$ cat config.mk
export PLATFORM = sky130hd
export DESIGN_NAME = ppu_cpu_regs_flat
export DESIGN_NICKNAME = d
export VERILOG_FILES = /design/src/rtl/ppu_cpu_regs_if.sv /design/src/rtl/ppu_cpu_regs.sv /design/src/flat_wrapper.sv
export SDC_FILE = /design/constraint.sdc
export NUM_CORES = 1
export LEC_CHECK = 0
export CAP_MARGIN = 20
export CORE_AREA = 3 3 105 107
export DETAILED_ROUTE_END_ITERATION = 8
export DIE_AREA = 0 0 108 110
export PLACE_DENSITY = 0.85
export SYNTH_ARGS = -nofsm -noshare
export SYNTH_HDL_FRONTEND = slang
export SYNTH_SLANG_ARGS = --single-unit
$ cat constraint.sdc
create_clock -name CLK -period 4.05 [get_ports CLK]
set_input_delay 0.6075 -clock CLK [delete_from_list [all_inputs] [get_ports CLK]]
set_output_delay 0.6075 -clock CLK [all_outputs]
set_load 0.02 [all_outputs]
$ cat src/rtl/ppu_cpu_regs_if.sv
// CPU-side register bus of the PPU: 3-bit register select, write data,
// level access strobes and the read-data return path.
interface ppu_cpu_regs_if;
    logic [2:0] CPU_ADDR;
    logic [7:0] CPU_DATA_IN;
    logic       CPU_wren;
    logic       CPU_rden;
    logic [7:0] CPU_DATA_OUT;

    modport master (
        output CPU_ADDR,
        output CPU_DATA_IN,
        output CPU_wren,
        output CPU_rden,
        input  CPU_DATA_OUT
    );

    modport slave (
        input  CPU_ADDR,
        input  CPU_DATA_IN,
        input  CPU_wren,
        input  CPU_rden,
        output CPU_DATA_OUT
    );
endinterface

$ cat src/rtl/ppu_cpu_regs.sv
// PPU register file at $2000-$2007: control/mask/status, shared write toggle,
// VRAM address with auto-increment, buffered PPUDATA reads, OAM and scroll.
module ppu_cpu_regs (
    input  logic          CLK,
    input  logic          RESET_n,
    ppu_cpu_regs_if.slave cpu,
    output logic          NMI_n,
    output logic [13:0]   VRAM_ADDR,
    output logic [7:0]    VRAM_DATA_OUT,
    input  logic [7:0]    VRAM_DATA_IN,
    output logic          VRAM_wren,
    output logic          VRAM_rden,
    output logic [7:0]    OAM_ADDR,
    output logic [7:0]    OAM_DATA_OUT,
    output logic          OAM_wren,
    input  logic [7:0]    OAM_DATA_IN,
    input  logic          VBLANK_SET,
    input  logic          VBLANK_CLR,
    input  logic          SPR0_HIT,
    input  logic          SPR_OVF,
    output logic [7:0]    PPUCTRL,
    output logic [7:0]    PPUMASK,
    output logic [7:0]    SCROLL_X,
    output logic [7:0]    SCROLL_Y
);
    typedef enum logic [1:0] {IDLE, RD_WAIT, WR_WAIT} state_t;

    state_t      state, state_nxt;
    logic        wren_q, rden_q;
    logic        wr_edge, rd_edge;
    logic        pend, pend_wr;
    logic [2:0]  pend_addr;
    logic [7:0]  pend_data;
    logic        park;
    logic        acc_wr, acc_rd;
    logic [2:0]  acc_addr;
    logic [7:0]  acc_data;
    logic [13:0] v, v_inc;
    logic        w;
    logic        palette;
    logic [7:0]  rd_buf;
    logic [7:0]  io_latch;
    logic        vblank;
    logic        status_rd;

    assign VRAM_ADDR = v;

    // An edge that cannot be serviced now (busy, or an older one still queued) is parked.
    always_comb begin
        wr_edge  = cpu.CPU_wren & ~wren_q;
        rd_edge  = cpu.CPU_rden & ~rden_q & ~wr_edge;
        acc_wr   = 1'b0;
        acc_rd   = 1'b0;
        acc_addr = cpu.CPU_ADDR;
        acc_data = cpu.CPU_DATA_IN;
        if (state == IDLE) begin
            if (pend) begin
                acc_wr   = pend_wr;
                acc_rd   = ~pend_wr;
                acc_addr = pend_addr;
                acc_data = pend_data;
            end else begin
                acc_wr = wr_edge;
                acc_rd = rd_edge;
            end
        end
        park      = (wr_edge | rd_edge) & ((state != IDLE) | pend);
        v_inc     = v + (PPUCTRL[2] ? 14'd32 : 14'd1);
        palette   = (v >= 14'h3F00);
        status_rd = acc_rd & (acc_addr == 3'd2);
    end

    always_comb begin
        state_nxt = state;
        case (state)
            IDLE: begin
                if (acc_rd && acc_addr == 3'd7)
                    state_nxt = RD_WAIT;
                else if (acc_wr && (acc_addr == 3'd7 || acc_addr == 3'd4))
                    state_nxt = WR_WAIT;
            end
            default: state_nxt = IDLE;
        endcase
    end

    always_ff @(posedge CLK or negedge RESET_n) begin
        if (!RESET_n) state <= IDLE;
        else          state <= state_nxt;
    end

    always_ff @(posedge CLK or negedge RESET_n) begin
        if (!RESET_n) begin
            wren_q           <= 1'b0;
            rden_q           <= 1'b0;
            pend             <= 1'b0;
            pend_wr          <= 1'b0;
            pend_addr        <= '0;
            pend_data        <= '0;
            v                <= '0;
            w                <= 1'b0;
            rd_buf           <= '0;
            io_latch         <= '0;
            vblank           <= 1'b0;
            NMI_n            <= 1'b1;
            VRAM_DATA_OUT    <= '0;
            VRAM_wren        <= 1'b0;
            VRAM_rden        <= 1'b0;
            OAM_ADDR         <= '0;
            OAM_DATA_OUT     <= '0;
            OAM_wren         <= 1'b0;
            PPUCTRL          <= '0;
            PPUMASK          <= '0;
            SCROLL_X         <= '0;
            SCROLL_Y         <= '0;
            cpu.CPU_DATA_OUT <= '0;
        end else begin
            wren_q    <= cpu.CPU_wren;
            rden_q    <= cpu.CPU_rden;
            VRAM_wren <= 1'b0;
            VRAM_rden <= 1'b0;
            OAM_wren  <= 1'b0;
            NMI_n     <= ~(PPUCTRL[7] & vblank);

            if (park) begin
                pend      <= 1'b1;
                pend_wr   <= wr_edge;
                pend_addr <= cpu.CPU_ADDR;
                pend_data <= cpu.CPU_DATA_IN;
            end else if (state == IDLE) begin
                pend <= 1'b0;
            end

            // A status read also clears the flag, which covers set/read suppression.
            if (VBLANK_CLR || status_rd) vblank <= 1'b0;
            else if (VBLANK_SET)         vblank <= 1'b1;

            case (state)
                RD_WAIT: begin
                    rd_buf <= VRAM_DATA_IN;
                    v      <= v_inc;
                    if (palette) cpu.CPU_DATA_OUT <= VRAM_DATA_IN;
                end
                WR_WAIT: begin
                    if (VRAM_wren) v <= v_inc;
                    if (OAM_wren)  OAM_ADDR <= OAM_ADDR + 8'd1;
                end
                default: ;
            endcase

            if (acc_wr) begin
                io_latch <= acc_data;
                case (acc_addr)
                    3'd0: PPUCTRL <= acc_data;
                    3'd1: PPUMASK <= acc_data;
                    3'd3: OAM_ADDR <= acc_data;
                    3'd4: begin
                        OAM_DATA_OUT <= acc_data;
                        OAM_wren     <= 1'b1;
                    end
                    3'd5: begin
                        if (!w) SCROLL_X <= acc_data;
                        else    SCROLL_Y <= acc_data;
                        w <= ~w;
                    end
                    3'd6: begin
                        if (!w) v[13:8] <= acc_data[5:0];
                        else    v[7:0]  <= acc_data;
                        w <= ~w;
                    end
                    3'd7: begin
                        VRAM_DATA_OUT <= acc_data;
                        VRAM_wren     <= 1'b1;
                    end
                    default: ;
                endcase
            end

            if (acc_rd) begin
                case (acc_addr)
                    3'd2: begin
                        cpu.CPU_DATA_OUT <= {vblank & ~VBLANK_SET, SPR0_HIT, SPR_OVF, io_latch[4:0]};
                        w                <= 1'b0;
                    end
                    3'd4: cpu.CPU_DATA_OUT <= OAM_DATA_IN;
                    3'd7: begin
                        VRAM_rden <= 1'b1;
                        if (!palette) cpu.CPU_DATA_OUT <= rd_buf;
                    end
                    default: cpu.CPU_DATA_OUT <= io_latch;
                endcase
            end
        end
    end
endmodule

$ cat src/flat_wrapper.sv
// flat-port wrapper written by rule: the top's interface ports become plain ports
module ppu_cpu_regs_flat 
  (CLK, RESET_n, NMI_n, VRAM_ADDR, VRAM_DATA_OUT, VRAM_DATA_IN, VRAM_wren, VRAM_rden, OAM_ADDR, OAM_DATA_OUT, OAM_wren, OAM_DATA_IN, VBLANK_SET, VBLANK_CLR, SPR0_HIT, SPR_OVF, PPUCTRL, PPUMASK, SCROLL_X, SCROLL_Y, cpu_CPU_ADDR, cpu_CPU_DATA_IN, cpu_CPU_wren, cpu_CPU_rden, cpu_CPU_DATA_OUT);
  ppu_cpu_regs_if cpu_i ();
  input  logic CLK;
  input  logic RESET_n;
  output logic NMI_n;
  output logic [13:0] VRAM_ADDR;
  output logic [7:0] VRAM_DATA_OUT;
  input  logic [7:0] VRAM_DATA_IN;
  output logic VRAM_wren;
  output logic VRAM_rden;
  output logic [7:0] OAM_ADDR;
  output logic [7:0] OAM_DATA_OUT;
  output logic OAM_wren;
  input  logic [7:0] OAM_DATA_IN;
  input  logic VBLANK_SET;
  input  logic VBLANK_CLR;
  input  logic SPR0_HIT;
  input  logic SPR_OVF;
  output logic [7:0] PPUCTRL;
  output logic [7:0] PPUMASK;
  output logic [7:0] SCROLL_X;
  output logic [7:0] SCROLL_Y;
  input wire logic [$bits(cpu_i.CPU_ADDR)-1:0] cpu_CPU_ADDR;
  input wire logic [$bits(cpu_i.CPU_DATA_IN)-1:0] cpu_CPU_DATA_IN;
  input wire logic [$bits(cpu_i.CPU_wren)-1:0] cpu_CPU_wren;
  input wire logic [$bits(cpu_i.CPU_rden)-1:0] cpu_CPU_rden;
  output wire logic [$bits(cpu_i.CPU_DATA_OUT)-1:0] cpu_CPU_DATA_OUT;
  assign cpu_i.CPU_ADDR = cpu_CPU_ADDR;
  assign cpu_i.CPU_DATA_IN = cpu_CPU_DATA_IN;
  assign cpu_i.CPU_wren = cpu_CPU_wren;
  assign cpu_i.CPU_rden = cpu_CPU_rden;
  assign cpu_CPU_DATA_OUT = cpu_i.CPU_DATA_OUT;
  ppu_cpu_regs u_core (.CLK(CLK), .RESET_n(RESET_n), .cpu(cpu_i), .NMI_n(NMI_n), .VRAM_ADDR(VRAM_ADDR), .VRAM_DATA_OUT(VRAM_DATA_OUT), .VRAM_DATA_IN(VRAM_DATA_IN), .VRAM_wren(VRAM_wren), .VRAM_rden(VRAM_rden), .OAM_ADDR(OAM_ADDR), .OAM_DATA_OUT(OAM_DATA_OUT), .OAM_wren(OAM_wren), .OAM_DATA_IN(OAM_DATA_IN), .VBLANK_SET(VBLANK_SET), .VBLANK_CLR(VBLANK_CLR), .SPR0_HIT(SPR0_HIT), .SPR_OVF(SPR_OVF), .PPUCTRL(PPUCTRL), .PPUMASK(PPUMASK), .SCROLL_X(SCROLL_X), .SCROLL_Y(SCROLL_Y));
endmodule
== After elaboration in Yosys (flattened, before gate mapping) ==
Index checks and enable logic that the tools add are counted.
Word-level totals
  bits in registers: 117
  input bits: 35
  output and inout bits: 82
  logic and storage cells: 109
Cells by class
  add/subtract/negate cells: 2
  eq/ne operators: 10
  muxes and demuxes: 40
  magnitude comparators: 1
  bitwise logic cells: 16
  reduce and logical (&&, ||, !) cells: 16
Operators with widths (number)
  $mux 8: 11
  $mux 14: 3
  $pmux 14 s2: 1
  $pmux 8 s3: 1
  $mux 1: 17
  $add 14x14->14: 1
  $ge 14x14->1 const B: 1
  $eq 3x3->1 const B: 4
  $mux 6: 2
  $add 8x1->8 const B: 1
  $reduce_and 2->1: 4
  $and 1x1->1: 7
  $not 1->1: 7
  $eq 3x2->1 const B: 2
  $mux 2: 3
  $mux 3: 2
  $reduce_and 3->1: 2
  $reduce_bool 2->1: 3
  $eq 3x1->1 const B: 1
  $logic_not 3->1: 1
  $ne 3x1->1 const B: 1
  $eq 2x1->1 const B: 1
  $eq 2x2->1 const B: 1
  $logic_and 1x1->1: 2
  4 further kinds: 6

== Depth between registers and ports, before layout ==
  depth after elaboration: 9
  depth in mapped cells: 11
  depth with buffers taken out: 8

== Worst setup path after synthesis ==
No wires, ideal clock.
  path type: register -> register
  from: reg u_core.state[0]
  to: reg u_core.SCROLL_X[0]
  cell stages (with the launch flop): 10
  clock period less this slack: 2.301 ns
  path buffers: 2
  setup slack: 1.749 ns
  arrival: 2.176 ns
  library setup time: 0.125 ns
  data required time: 3.925 ns
  path through: dfrtp_1 -> inv_1 -> ha_1 -> buf_2 -> and2_1 -> clkbuf_2 -> mux2i_2 -> nand3_1 -> nor2_2 -> mux2_2
On the way
  word-level cells in the longest chain between the ends: 4
  elaborated cells on any way between the ends: 6
  those cells by class: eq/ne (1); mux (3); reduce/logical (2)
RTL lines
  start, declared: line ppu_cpu_regs.sv:28  | state_t state, state_nxt;
  start signal, assigned: line ppu_cpu_regs.sv:88  | else state <= state_nxt;
  $logic_not 2->1 (*): line ppu_cpu_regs.sv:56  | if (state == IDLE) begin
  $mux 3: line ppu_cpu_regs.sv:56
  $eq 3x3->1: line ppu_cpu_regs.sv:152  | case (acc_addr)
  $reduce_and 3->1 (no line)
  end signal, assigned: line ppu_cpu_regs.sv:161  | if (!w) SCROLL_X <= acc_data;
  end, declared: line ppu_cpu_regs.sv:23  | output logic [7:0] SCROLL_X,
Every way passes the cells marked *; elsewhere a longest branch is shown, timed or not.
A chain may end at the register's enable or synchronous reset.

== Worst setup path in the final report ==
  from: reg u_core.state[0]
  to: reg u_core.SCROLL_Y[6]
On the way
  word-level cells in the longest chain between the ends: 4
  elaborated cells on any way between the ends: 6
  those cells by class: eq/ne (1); mux (3); reduce/logical (2)
RTL lines
  $logic_not 2->1 (*): line ppu_cpu_regs.sv:56
  $mux 3: line ppu_cpu_regs.sv:56
  $eq 3x3->1: line ppu_cpu_regs.sv:152
  $reduce_and 3->1 (no line)
  end signal, assigned: line ppu_cpu_regs.sv:162  | else SCROLL_Y <= acc_data;
  end, declared: line ppu_cpu_regs.sv:24  | output logic [7:0] SCROLL_Y
Marks and branches as above.

==> results.ini <==
[run_status]
status = finished clean

[clocking]
cts_tree = built
cts_resized = 0
clk_pin_slew_worst_paths_ps = 60
ctsHoldBuffers = 0
clock_sinks = 117
cts.root.buffer_cell = clkbuf_8
htree_levels = 4
clockBufferDepth = 2
cts_setup_buffers = 0
cts_buffers = 17
clk_latency_ps = 520

[logic_synthesis]
synth_top_family_by_area = compound AO/OA/AOI/OAI gates
synthFlopType = dfrtp_1
yosys_warnings = 0
synth-xor-area-share_pct = 1.85
synth_nets = 568
netlist_instances = 526
ys_ff_latch = 117
synth-edff-count = 0
syn_avg_cell_area_um2 = 10.8
yosysUniqueCellTypes = 65
seq_area_frac_synth_pct = 51.6
synth_area_mm2 = 0.00567
muxShareOfSynthArea_pct = 14.3
synth_compound_gate_area_share_pct = 14.9
synth-simple-area-share_pct = 13.0
synthArstFlopShare_pct = 100
synth_adder_area_share_pct = 1.54

[placed_design]
gp_congestion = 0.906
portBuffers = 116
place_area_mm2 = 0.00695
hpwl_um = 10500

[timing]
slew_headroom_pct = 36.1
setup_tns_ps = 0
whs_ps = 219
slew_violations = 0
rsz0062_at_grt = no
max_freq_ghz = 0.328
finalCriticalPeriod_ps = 3050
fin_worst_skew_ps = 11.8
fin_crit_sh_pct = 75.2
hold_viol = 0
setup_violations = 0
worst_slew_pin_slew_ps = 932

[worst_setup_path]
end_kind = flip-flop
slowest_delay_ps = 590
critPathArrivalTime_ps = 3420
critical_path.cell_chain = inv_1 -> ha_1 -> and2_1 -> mux2i_2 -> nand4_1 -> nand2_1 -> o21ai_0
start_kind = flip-flop
crit_buf_inv = 1
cp.required_ps = 4420
cp_max_fo = 18
critical-path-top-delay-family = simple AND/OR/NAND/NOR gates
slowest_stage = nand4_1
crit_type = reg2reg

[drt]
wl_per_cell_um = 20.0
routed_via_density = 6.10
drt_iter0_drc = 312
via_count = 4834
ant_nets = 0
firstDrtPassIters = 5
drc = 0
drt_wl_total_um = 15900

[cells_and_area]
drive_above_1_share_pct = 14.9
final_cell_mix = dfrtp_1, clkdlybuf4s50_1, nand2_1
seqCellArea_mm2 = 0.00293
areaGrowthSynthToFinish_pct = 32.5
multiInputGateArea_mm2 = 0.00259
finalNetCount = 686
final_common_cell = dfrtp_1
design_area_mm2 = 0.00752
antennaDiodeCount = 0
fillCellCount = 672

[global_routing]
grt_pass1_wl_um = 25300
track_usage_pct = 27.4
grt_pass1_vias = 4878
grt_max_degree = 71
antenna_found_initial = 0
grt_overflow = 0

[die]
num_io_pins = 117
core-area_mm2 = 0.0102
row_count = 37
die_height_um = 110
dieArea_mm2 = 0.0119
die_w_um = 108
start_util_pct = 55.5

[power]
irDropWorstVdd_mv = 0.581
p_per_area_mw_per_mm2 = 858
p_total_mw = 6.45
p_leak_nw = 3.14

[min_path]
hold_class = in2async

[flow_run]
drv_cap = 0

-- final timing paths --
check,startpoint,endpoint,slack [ps],cells past startpoint
setup reg to reg,u_core.state[0],u_core.SCROLL_Y[6],1000,7
hold reg to reg,u_core.PPUCTRL[7],u_core.NMI_n,440,1
setup / recovery,u_core.state[0],u_core.SCROLL_Y[6],1000,7
min in group CLK,u_core.PPUCTRL[7],u_core.NMI_n,440,1
hold / removal,RESET_n,u_core.VRAM_ADDR[12],220,1
max in group asynchronous,RESET_n,u_core.NMI_n,2930,2
-- power by group --
part	leakage, nW	total [mW]	internal [mW]	switching, mW
Sequential	1.45	2.12	1.68	0.442
Clock	0.267	1.44	0.845	0.599
Combinational	1.42	2.89	1.31	1.58
-- routing by layer --
| layer | part of all wire, % | global-route usage (%) |
|---|---|---|
| met4 | 1.6 | 7.84 |
| met3 | 6.7 | 5.94 |
| met2 | 50 | 45.6 |
| met1 | 42 | 36.6 |
| met5 | 0 | 0 |
-- cell families (layout without fill, tap and decap cells) --
logic type | count (synthesis) | in the layout
compound gates | 132 | 132
mux | 75 | 75
buf+inv | 36 | 167
flops | 117 | 117
xor+xnor | 12 | 12
fa+ha+maj | 7 | 7
simple gates | 147 | 147
-- stage by stage --
| stage | cells | setup WS [ps] | util, % |
|---|---|---|---|
| after floorplan | 526 | 1750 | - |
| after global placement | 761 | 944 | 67.9 |
| after detailed placement | 761 | 808 | 67.9 |
| after CTS | 793 | 1040 | 73.5 |
| after global routing | 793 | 673 | 73.5 |
| final | 793 | 1000 | 73.5 |
-- registers in the layout, indices dropped and copies added (netlist names), 2 cells and up --
signal and count:
u_core.pend_data 8, u_core.SCROLL_X 8, u_core.OAM_DATA_OUT 8, u_core.pend_addr 3
u_core.SCROLL_Y 8, u_core.cpu.CPU_DATA_OUT 8, u_core.PPUMASK 8, u_core.VRAM_DATA_OUT 8
u_core.state 2, u_core.rd_buf 8, u_core.io_latch 8, u_core.OAM_ADDR 8
u_core.VRAM_ADDR 14, u_core.PPUCTRL 8
-- Yosys cell counts, types with 4 or more instances --
cell      count  area [µm²]
clkbuf_1     11        41.3
a211oi_1      4        30.0
mux2i_1      30         300
nor3_1        5        25.0
a21oi_1      24         120
o21ai_0      42         210
and2_1        5        31.3
buf_2        10        50.1
a211o_1       4        35.0
and3_1        5        31.3
nor3b_1       6        45.0
a21boi_0      7        52.6
nor2_1       32         120
nand3_1      14        70.1
dfrtp_1     116        2900
xnor2_1       5        43.8
a31oi_1       6        37.5
xor2_1        7        61.3
nand2_1      54         203
mux2_2       44         495
ha_1          7        87.6
o22ai_1      10        62.6
inv_1        10        37.5
a221oi_1      7        61.3
-- cell type report --
cell class                      instances  share of cell area, %
Multi-Input combinational cell        373                   34.4
Clock inverter                         14                   1.88
Tap cell                              136                   2.26
Inverter                               10                  0.499
Timing Repair Buffer                  125                   16.3
Clock buffer                           18                   5.69
Sequential cell                       117                   38.9
No activity file was read; power rests on OpenSTA's default activity.
